===== src/rtl/uart_pkg.sv =====
// Shared types and defaults for the UART TX-side arbitration blocks.
package uart_pkg;

  localparam int DEFAULT_DATA_W      = 8;
  localparam int DEFAULT_TIMEOUT_CYC = 4096;

  typedef enum logic [1:0] {
    IDLE      = 2'd0,
    LAUNCH    = 2'd1,
    WAIT_DONE = 2'd2,
    GAP       = 2'd3
  } arb_state_t;

endpackage


===== src/rtl/rr_pick.sv =====
// Combinational round-robin selector: first asserted request at or after ptr, wrapping.
module rr_pick #(
  parameter int NUM_REQ = 4
) (
  input  logic [NUM_REQ-1:0]         req,
  input  logic [$clog2(NUM_REQ)-1:0] ptr,
  output logic                       valid,
  output logic [$clog2(NUM_REQ)-1:0] index
);

  localparam int IDX_W = $clog2(NUM_REQ);

  // Scan from the farthest offset down so the closest hit to ptr wins last.
  always_comb begin
    valid = 1'b0;
    index = '0;
    for (int off = NUM_REQ - 1; off >= 0; off--) begin
      if (req[(int'(ptr) + off) % NUM_REQ]) begin
        valid = 1'b1;
        index = IDX_W'((int'(ptr) + off) % NUM_REQ);
      end
    end
  end

endmodule


===== src/rtl/uart_tx_arbiter.sv =====
// Round-robin sharing of one UART transmitter among NUM_REQ byte sources, with a
// watchdog on the transmitter's frame-complete pulse. All outputs are registered.
module uart_tx_arbiter
  import uart_pkg::*;
#(
  parameter int NUM_REQ     = 4,
  parameter int DATA_W      = DEFAULT_DATA_W,
  parameter int TIMEOUT_CYC = DEFAULT_TIMEOUT_CYC,
  parameter int CNT_W       = 16
) (
  input  logic                        clk,
  input  logic                        rst,
  input  logic [NUM_REQ-1:0]          req,
  input  logic [NUM_REQ*DATA_W-1:0]   req_data,
  output logic [NUM_REQ-1:0]          gnt,
  output logic [DATA_W-1:0]           tx_data_in,
  output logic                        start,
  input  logic                        tx_active,
  input  logic                        done_tx,
  output logic [$clog2(NUM_REQ)-1:0]  owner,
  output logic                        busy,
  output logic                        err_timeout,
  output logic [CNT_W-1:0]            frames_sent
);

  localparam int IDX_W = $clog2(NUM_REQ);
  localparam int WD_W  = $clog2(TIMEOUT_CYC);

  arb_state_t         state, state_n;
  logic [IDX_W-1:0]   ptr, ptr_n;
  logic [WD_W-1:0]    wd, wd_n;
  logic [NUM_REQ-1:0] gnt_n;
  logic [DATA_W-1:0]  data_n;
  logic [IDX_W-1:0]   owner_n;
  logic               start_n, busy_n, err_n;
  logic [CNT_W-1:0]   frames_n;
  logic               pick_valid;
  logic [IDX_W-1:0]   pick_idx;

  // Transmitter busy is status only; sequencing relies on done_tx alone.
  logic unused_status;
  assign unused_status = tx_active;

  rr_pick #(.NUM_REQ(NUM_REQ)) u_pick (
    .req   (req),
    .ptr   (ptr),
    .valid (pick_valid),
    .index (pick_idx)
  );

  always_ff @(posedge clk) begin
    if (rst) begin
      state       <= IDLE;
      ptr         <= '0;
      wd          <= '0;
      gnt         <= '0;
      tx_data_in  <= '0;
      owner       <= '0;
      start       <= 1'b0;
      busy        <= 1'b0;
      err_timeout <= 1'b0;
      frames_sent <= '0;
    end else begin
      state       <= state_n;
      ptr         <= ptr_n;
      wd          <= wd_n;
      gnt         <= gnt_n;
      tx_data_in  <= data_n;
      owner       <= owner_n;
      start       <= start_n;
      busy        <= busy_n;
      err_timeout <= err_n;
      frames_sent <= frames_n;
    end
  end

  always_comb begin
    state_n  = state;
    ptr_n    = ptr;
    wd_n     = wd;
    gnt_n    = '0;
    data_n   = tx_data_in;
    owner_n  = owner;
    start_n  = 1'b0;
    err_n    = 1'b0;
    frames_n = frames_sent;
    case (state)
      IDLE: begin
        if (pick_valid) begin
          gnt_n[pick_idx] = 1'b1;
          data_n          = req_data[int'(pick_idx)*DATA_W +: DATA_W];
          owner_n         = pick_idx;
          ptr_n           = (pick_idx == IDX_W'(NUM_REQ - 1)) ? '0 : pick_idx + 1'b1;
          state_n         = LAUNCH;
        end
      end
      LAUNCH: begin
        start_n = 1'b1;
        wd_n    = '0;
        state_n = WAIT_DONE;
      end
      WAIT_DONE: begin
        // A completion in the same cycle as the watchdog expiry wins.
        if (done_tx) begin
          frames_n = frames_sent + 1'b1;
          state_n  = GAP;
        end else if (wd == WD_W'(TIMEOUT_CYC - 1)) begin
          err_n   = 1'b1;
          state_n = GAP;
        end else begin
          wd_n = wd + 1'b1;
        end
      end
      GAP:     state_n = IDLE;
      default: state_n = IDLE;
    endcase
    busy_n = (state_n != IDLE);
  end

endmodule

===== config.mk =====
export PLATFORM = sky130hd
export DESIGN_NAME = uart_tx_arbiter
export DESIGN_NICKNAME = d
export VERILOG_FILES = /design/src/rtl/uart_pkg.sv /design/src/rtl/rr_pick.sv /design/src/rtl/uart_tx_arbiter.sv
export SDC_FILE = /design/constraint.sdc
export NUM_CORES = 1
export LEC_CHECK = 0
export CAP_MARGIN = 15
export CORE_MARGIN = 5
export CORE_UTILIZATION = 25
export CTS_CLUSTER_SIZE = 24
export DETAILED_ROUTE_END_ITERATION = 16
export GPL_TIMING_DRIVEN = 0
export REMOVE_ABC_BUFFERS = 1
export SYNTH_ARGS = -nofsm -noshare
export SYNTH_HDL_FRONTEND = slang
export SYNTH_SLANG_ARGS = --single-unit

===== constraint.sdc =====
create_clock -name clk -period 1.8 [get_ports clk]
set_input_delay 0.36 -clock clk [delete_from_list [all_inputs] [get_ports clk]]
set_output_delay 0.36 -clock clk [all_outputs]
set_load 0.05 [all_outputs]

== Word-level counts from Yosys, hierarchy flattened ==
Cells that the tools add are included.

* Flip-flop bits (word level): 49
* Latch bits: 0
* Memory bits (writable): 0
* Memory bits (read-only): 0
* Input port bits: 40
* Output and inout bits: 33
* Logic and storage cells: 79
* Memories: 0

* $add $sub $neg: 6
* $mul: 0
* Divide/modulo/power cells: 0
* $lt $le $gt $ge: 6
* Eq/ne operators: 7
* Shifts and indexed selects: 1
* Multiplexer cells: 31
* Bitwise operators: 6
* Reductions and logical operators: 12

{| class="wikitable"
|+ Operator list
! operator !! count
|-
| $shiftx A32 B6 Y8 || 1
|-
| $mux W12 || 2
|-
| $pmux W12 S2 || 1
|-
| $add A16 B1 Y16 const B || 1
|-
| $mux W2 || 8
|-
| $mux W1 || 14
|-
| $add A12 B1 Y12 const B || 1
|-
| $eq A12 B12 Y1 const B || 1
|-
| $lt A3 B4 Y1 const B || 3
|-
| $bmux W1 S2 || 4
|-
| $pmux W2 S4 || 1
|-
| $eq A2 B2 Y1 const B || 3
|-
| $lt A2 B3 Y1 const B || 2
|-
| $reduce_or A2 Y1 || 3
|-
| $reduce_or A3 Y1 || 2
|-
| $add A2 B1 Y2 const B || 2
|-
| $add A2 B2 Y2 const B || 2
|-
| $ne A2 B2 Y1 const B || 2
|-
| $reduce_and A2 Y1 || 2
|-
| $reduce_bool A2 Y1 || 2
|-
| $and A1 B1 Y1 const A || 3
|-
| $not A1 Y1 || 3
|-
| $reduce_and A3 Y1 || 1
|-
| $demux W1 S2 || 1
|-
| other kinds (4) || 4
|}

== Longest topological paths before layout ==
Gate-level depths: netlist (run 1).

* Depth after elaboration: 14
* Mapped depth: 9
* Depth with buffers taken out: 7

== Cells and area by module ==
From an unflattened synthesis (run 1), not the netlist that was laid out.

* Cells, all modules: 279
* Area, all modules: 2482.4 um^2

{| class="wikitable"
|+ By module, submodules not included
! module !! instances !! cells an instance !! area an instance (um^2) !! sequential area each (um^2)
|-
| uart_tx_arbiter || 1 || 266 || 2404.8 || 980.9
|-
| rr_pick || 1 || 13 || 77.6 || 0.0
|}

== Worst setup path after synthesis (run 1) ==
No wires, ideal clock.

* Path kind: reg-to-reg
* Start point: reg ptr[1]
* End point: reg ptr[0]
* Setup time: 0.070 ns
* Data arrival time: 1.865 ns
* Data required time: 1.730 ns
* Setup slack: -0.135 ns
* Cell stages (with the launch flop): 10
* Path buffers: 3
* Clock period less this slack: 1.935 ns
* Cell sequence: dfxtp_1 -> buf_2 -> a21oi_1 -> o21a_1 -> o22a_1 -> buf_4 -> buf_4 -> ha_1 -> or3_1 -> a21oi_1

* Longest elaborated chain between the ends: 10
* Elaborated cells between the ends (all ways): 26
* Those cells by class: add/sub (4); eq/ne (1); mux (20); reduce/logical (1)

{| class="wikitable"
|+ RTL lines
! what !! line !! text
|-
| from (decl) || uart_tx_arbiter.sv:30 || <nowiki>logic [IDX_W-1:0] ptr, ptr_n;</nowiki>
|-
| from (signal assigned) || uart_tx_arbiter.sv:65 || <nowiki>ptr <= ptr_n;</nowiki>
|-
| $add A2 B2 Y2 || rr_pick.sv:18, rr_pick.sv:20 ||
|-
| $bmux W1 S2 || rr_pick.sv:18 || <nowiki>if (req[(int'(ptr) + off) % NUM_REQ]) begin</nowiki>
|-
| $mux W1 (not written as such) (2 in series) || rr_pick.sv:18 ||
|-
| $mux W2 (3 in series) || rr_pick.sv:18 ||
|-
| $mux W2 * || rr_pick.sv:18 ||
|-
| net pick_idx[1] || uart_tx_arbiter.sv:38 || <nowiki>logic [IDX_W-1:0] pick_idx;</nowiki>
|-
| $eq A2 B2 Y1 * || uart_tx_arbiter.sv:93 || <nowiki>ptr_n = (pick_idx == IDX_W'(NUM_REQ - 1)) ? '0 : pick_idx + 1'b1;</nowiki>
|-
| $mux W2 * || uart_tx_arbiter.sv:93 ||
|}

The timed path passes the listed nets; every way through them passes the cells marked *. The select of a mux whose other input is x is not followed.
A chain may end at the register's enable or synchronous reset.

== Worst setup path in the final report (run 1) ==
* Start point: reg start
* End point: out start

{| class="wikitable"
|+ RTL lines
! what !! line !! text
|-
| from (decl) || uart_tx_arbiter.sv:17 || <nowiki>output logic start,</nowiki>
|-
| from (signal assigned) || uart_tx_arbiter.sv:70 || <nowiki>start <= start_n;</nowiki>
|}

No word-level cell between the ends.

==> results_dict.tcl, run 1 <==
set metrics [dict create \
    cp.arrival_ns 1.40 \
    period_needed_ns 1.76 \
    drc_errors 0 \
    rsz0062_at_grt "true" \
    ir_drop_mv 0.356 \
    clkLatencyLatePin_ns 0.29 \
    drive_gt1_share_pct 12.8 \
    setup_violations 0 \
    yosysMostFrequentCell "dfxtp_1" \
    crit_family "buffers and inverters" \
    antennaDiodeCount 0 \
    dr_total_vias 2142 \
    track_usage_pct 9.81 \
    fin_skew_ns 0.00266 \
    cts.reportedPaths.clkPinSlew_ns 0.08 \
    cp_cell_sequence "clkdlybuf4s50_1" \
    critPathBufInv 1 \
    via_per_inst 4.49 \
    max_stage_delay_ns 0.79 \
    switching_share_pct 38.1 \
    p_clk_share_pct 18.5 \
    comb_power_share_pct 42.1 \
    cp_slowest_cell "clkdlybuf4s50_1" \
    status "finished clean" \
    ys_top_cells_by_area "dfxtp_1 (40%), mux2i_1 (7.7%), nor2_1 (5.2%)" \
    routedWlPerCell_microns 12.3 \
    antenna_found_initial 0 \
    period_share_pct 97.9 \
    required_ns 1.44 \
    dr.first_iter.drc_count 73 \
    grt_pass1_vias 2109 \
    ys_seq_elements 49 \
    syn_area_per_cell_sq_um 9.16 \
    relSlewSlack_pct 61.6 \
    worst_slew_pin_slew_ns 0.574 \
    hold_buffers 0 \
    fin_nets 393 \
    synth_common_cells "dfxtp_1 (49), nor2_1 (34), mux2i_1 (19)" \
    synth_area_leader_cell "dfxtp_1" \
    start_kind "register" \
    synthArstFlopShare_pct 0 \
    nFillCells 991 \
    utilization_pct 36.9 \
    numCtsBuffers 5 \
    cts_root_buf "clkbuf_8" \
    start_util_pct 25.4 \
    synthDominantCellAreaShare_pct 39.8 \
    fin_area_sq_um 3570 \
    hold_viol 0 \
    die_height_microns 109 \
    maxCapViolations 0 \
    clk_path_buf_depth 2 \
    crit_fanout 1 \
    firstDrtPassIters 4 \
    tns_ns 0 \
    slew_violations 0 \
    grt_max_degree 28 \
    grt_pass1_wl_mm 9.55 \
    place_area_sq_um 3320 \
    topRoutingLayerUsed "met4" \
    dp_hpwl_mm 4.40 \
    wl_mm 5.89 \
    path_class "reg -> out" \
    synthFlopType "dfxtp_1" \
    rows 36 \
    yosysWarnings 0 \
    netlist_instances 269 \
    m1WireLength_mm 2.44 \
    max_freq_ghz 0.567 \
    wl_met3_microns 466 \
    pre_cts_ws_ns -0.978 \
    syn_to_final_growth_pct 44.9 \
    met2RoutedLength_mm 2.94 \
    grt_overflow 0 \
    p_switching_w 0.00126 \
    place_congestion 0.742 \
    die_x_microns 109 \
    power.leakage_nw 1.48 \
    portBuffers 71 \
    end_kind "primary output" \
    synth-edff-count 0 \
    cts_tree "yes" \
    fp.coreArea_sq_um 9680 \
    synth_seq_area_share_pct 39.8 \
    htreeDepth 2 \
    holdWs_ns 0.493 \
    synth.distinct_cells 48 \
    postRouteAntennaNets 0 \
    syn-cell-area_sq_um 2460 \
    die_area_sq_um 11900 \
    p_int_w 0.00205 \
    p_per_area_nw_per_um2 928 \
    io_pins 73 \
    power_frac_seq_pct 39.4 \
    cts.sinks 49 \
    hold_class "reg -> reg" \
    worst_slack_ns 0.0377 \
]
==> layout make-up <==
class	count	area (sq um)	share of cell area [%]
clock buffer	8	80.1	2.24
inverter	9	36.3	1.02
multi-input combinational	199	1520	42.4
sequential	49	990	27.7
tap	133	166	4.66
timing repair buffer	79	782	21.9
==> worst register-to-register path, delay by kind of cell (launching register included) <==
| family | cells | cell delay (ns) |
|---|---|---|
| AO/OA/AOI/OAI | 1 | 0.21 |
| adder cells (fa/ha/maj) | 1 | 0.19 |
| buffers and inverters | 1 | 0.07 |
| flip-flops | 1 | 0.36 |
| multiplexers | 1 | 0.20 |
| AND/OR/NAND/NOR | 3 | 0.63 |
==> stage by stage <==
step                std cells  power, W
finish                    477   0.00331
global route              477   0.00353
CTS                       472   0.00327
detailed placement        462   0.00264
global placement          461   0.00261
floorplan                 257   0.00219
==> cell usage in the layout (no fill, tap or decap), drive strengths merged, types with 4 or more instances in the layout <==
cell	instances
a21oi	11
and2	4
and4	4
buf	8
clkbuf	8
clkdlybuf4s50	35
dfxtp	49
dlygate4sd2	28
dlymetal6s2s	5
ha	10
inv	9
mux2i	19
nand2	16
nand2b	4
nand3	12
nand3b	9
nand4	4
nor2	34
nor4	4
o21ai	8
o221ai	6
or2	4
xnor2	10
xor2	12
==> kinds of logic after synthesis <==
kind of cell | after synthesis | synth area share (%)
flops | 49 | 39.8
buf+inv | 21 | 3.96
compound gates | 39 | 12.1
simple gates | 109 | 23.5
mux | 19 | 7.72
fa+ha+maj | 10 | 5.08
xor+xnor | 22 | 7.82
==> path summary, 6_finish.rpt <==
path                            slack (ns)             startpoint                     to  depth (start not counted)
worst max-delay path                  0.04       start$_SDFF_PP0_                  start                          1
worst min-delay path                  0.49  owner[1]$_SDFFE_PP0P_  owner[1]$_SDFFE_PP0P_                          2
worst max register to register        0.05    state[0]$_SDFF_PP0_     wd[0]$_SDFFE_PP0P_                          7
worst min register to register        0.49  owner[1]$_SDFFE_PP0P_  owner[1]$_SDFFE_PP0P_                          2
==> flip-flops by register name, indices dropped and copies added (netlist names) <==
| signal | cells |
|---|---|
| frames_sent | 16 |
| wd | 12 |
| tx_data_in | 8 |
| gnt | 4 |
| owner | 2 |
| ptr | 2 |
| state | 2 |
| busy | 1 |
| err_timeout | 1 |
| start | 1 |
==> power groups by stage <==
stage | logic (W) | registers (W) | clock network (W)
2_1_floorplan | 0.000542 | 0.00164 | 0
3_3_place_gp | 0.00130 | 0.00131 | 0
3_5_place_dp | 0.00133 | 0.00132 | 0
4_1_cts | 0.00133 | 0.00130 | 0.000649
5_1_grt | 0.00151 | 0.00133 | 0.000687
6_report | 0.00139 | 0.00131 | 0.000612
==> what timing repair did <==
| item | CTS | global route |
|---|---|---|
| buffers inserted | 2 | 5 |
| pin swaps | 2 | 3 |
| endpoints found under the setup margin | 66 | 23 |
| gates cloned | 0 | 0 |
| resized for setup | 46 | 24 |
==> metal layers <==
metal / vias to the layer above / global-route usage (%)
li1: 1093 / -
met3: 4 / 3.26
met5: - / 0
met4: 0 / 2.67
met1: 990 / 10.6
met2: 55 / 18.2
Note: power is estimated with default switching activity, not from simulation.
==> run 2, diff against run 1 <==
--- a/config.mk
+++ b/config.mk
@@ -8,6 +8,7 @@
 export CAP_MARGIN = 15
 export CORE_MARGIN = 5
 export CORE_UTILIZATION = 25
+export CTS_CLUSTER_DIAMETER = 120
 export CTS_CLUSTER_SIZE = 24
 export DETAILED_ROUTE_END_ITERATION = 16
 export GPL_TIMING_DRIVEN = 0
==> results of run 2 <==
Final layout, timing and power as in run 1 (identical DEF).
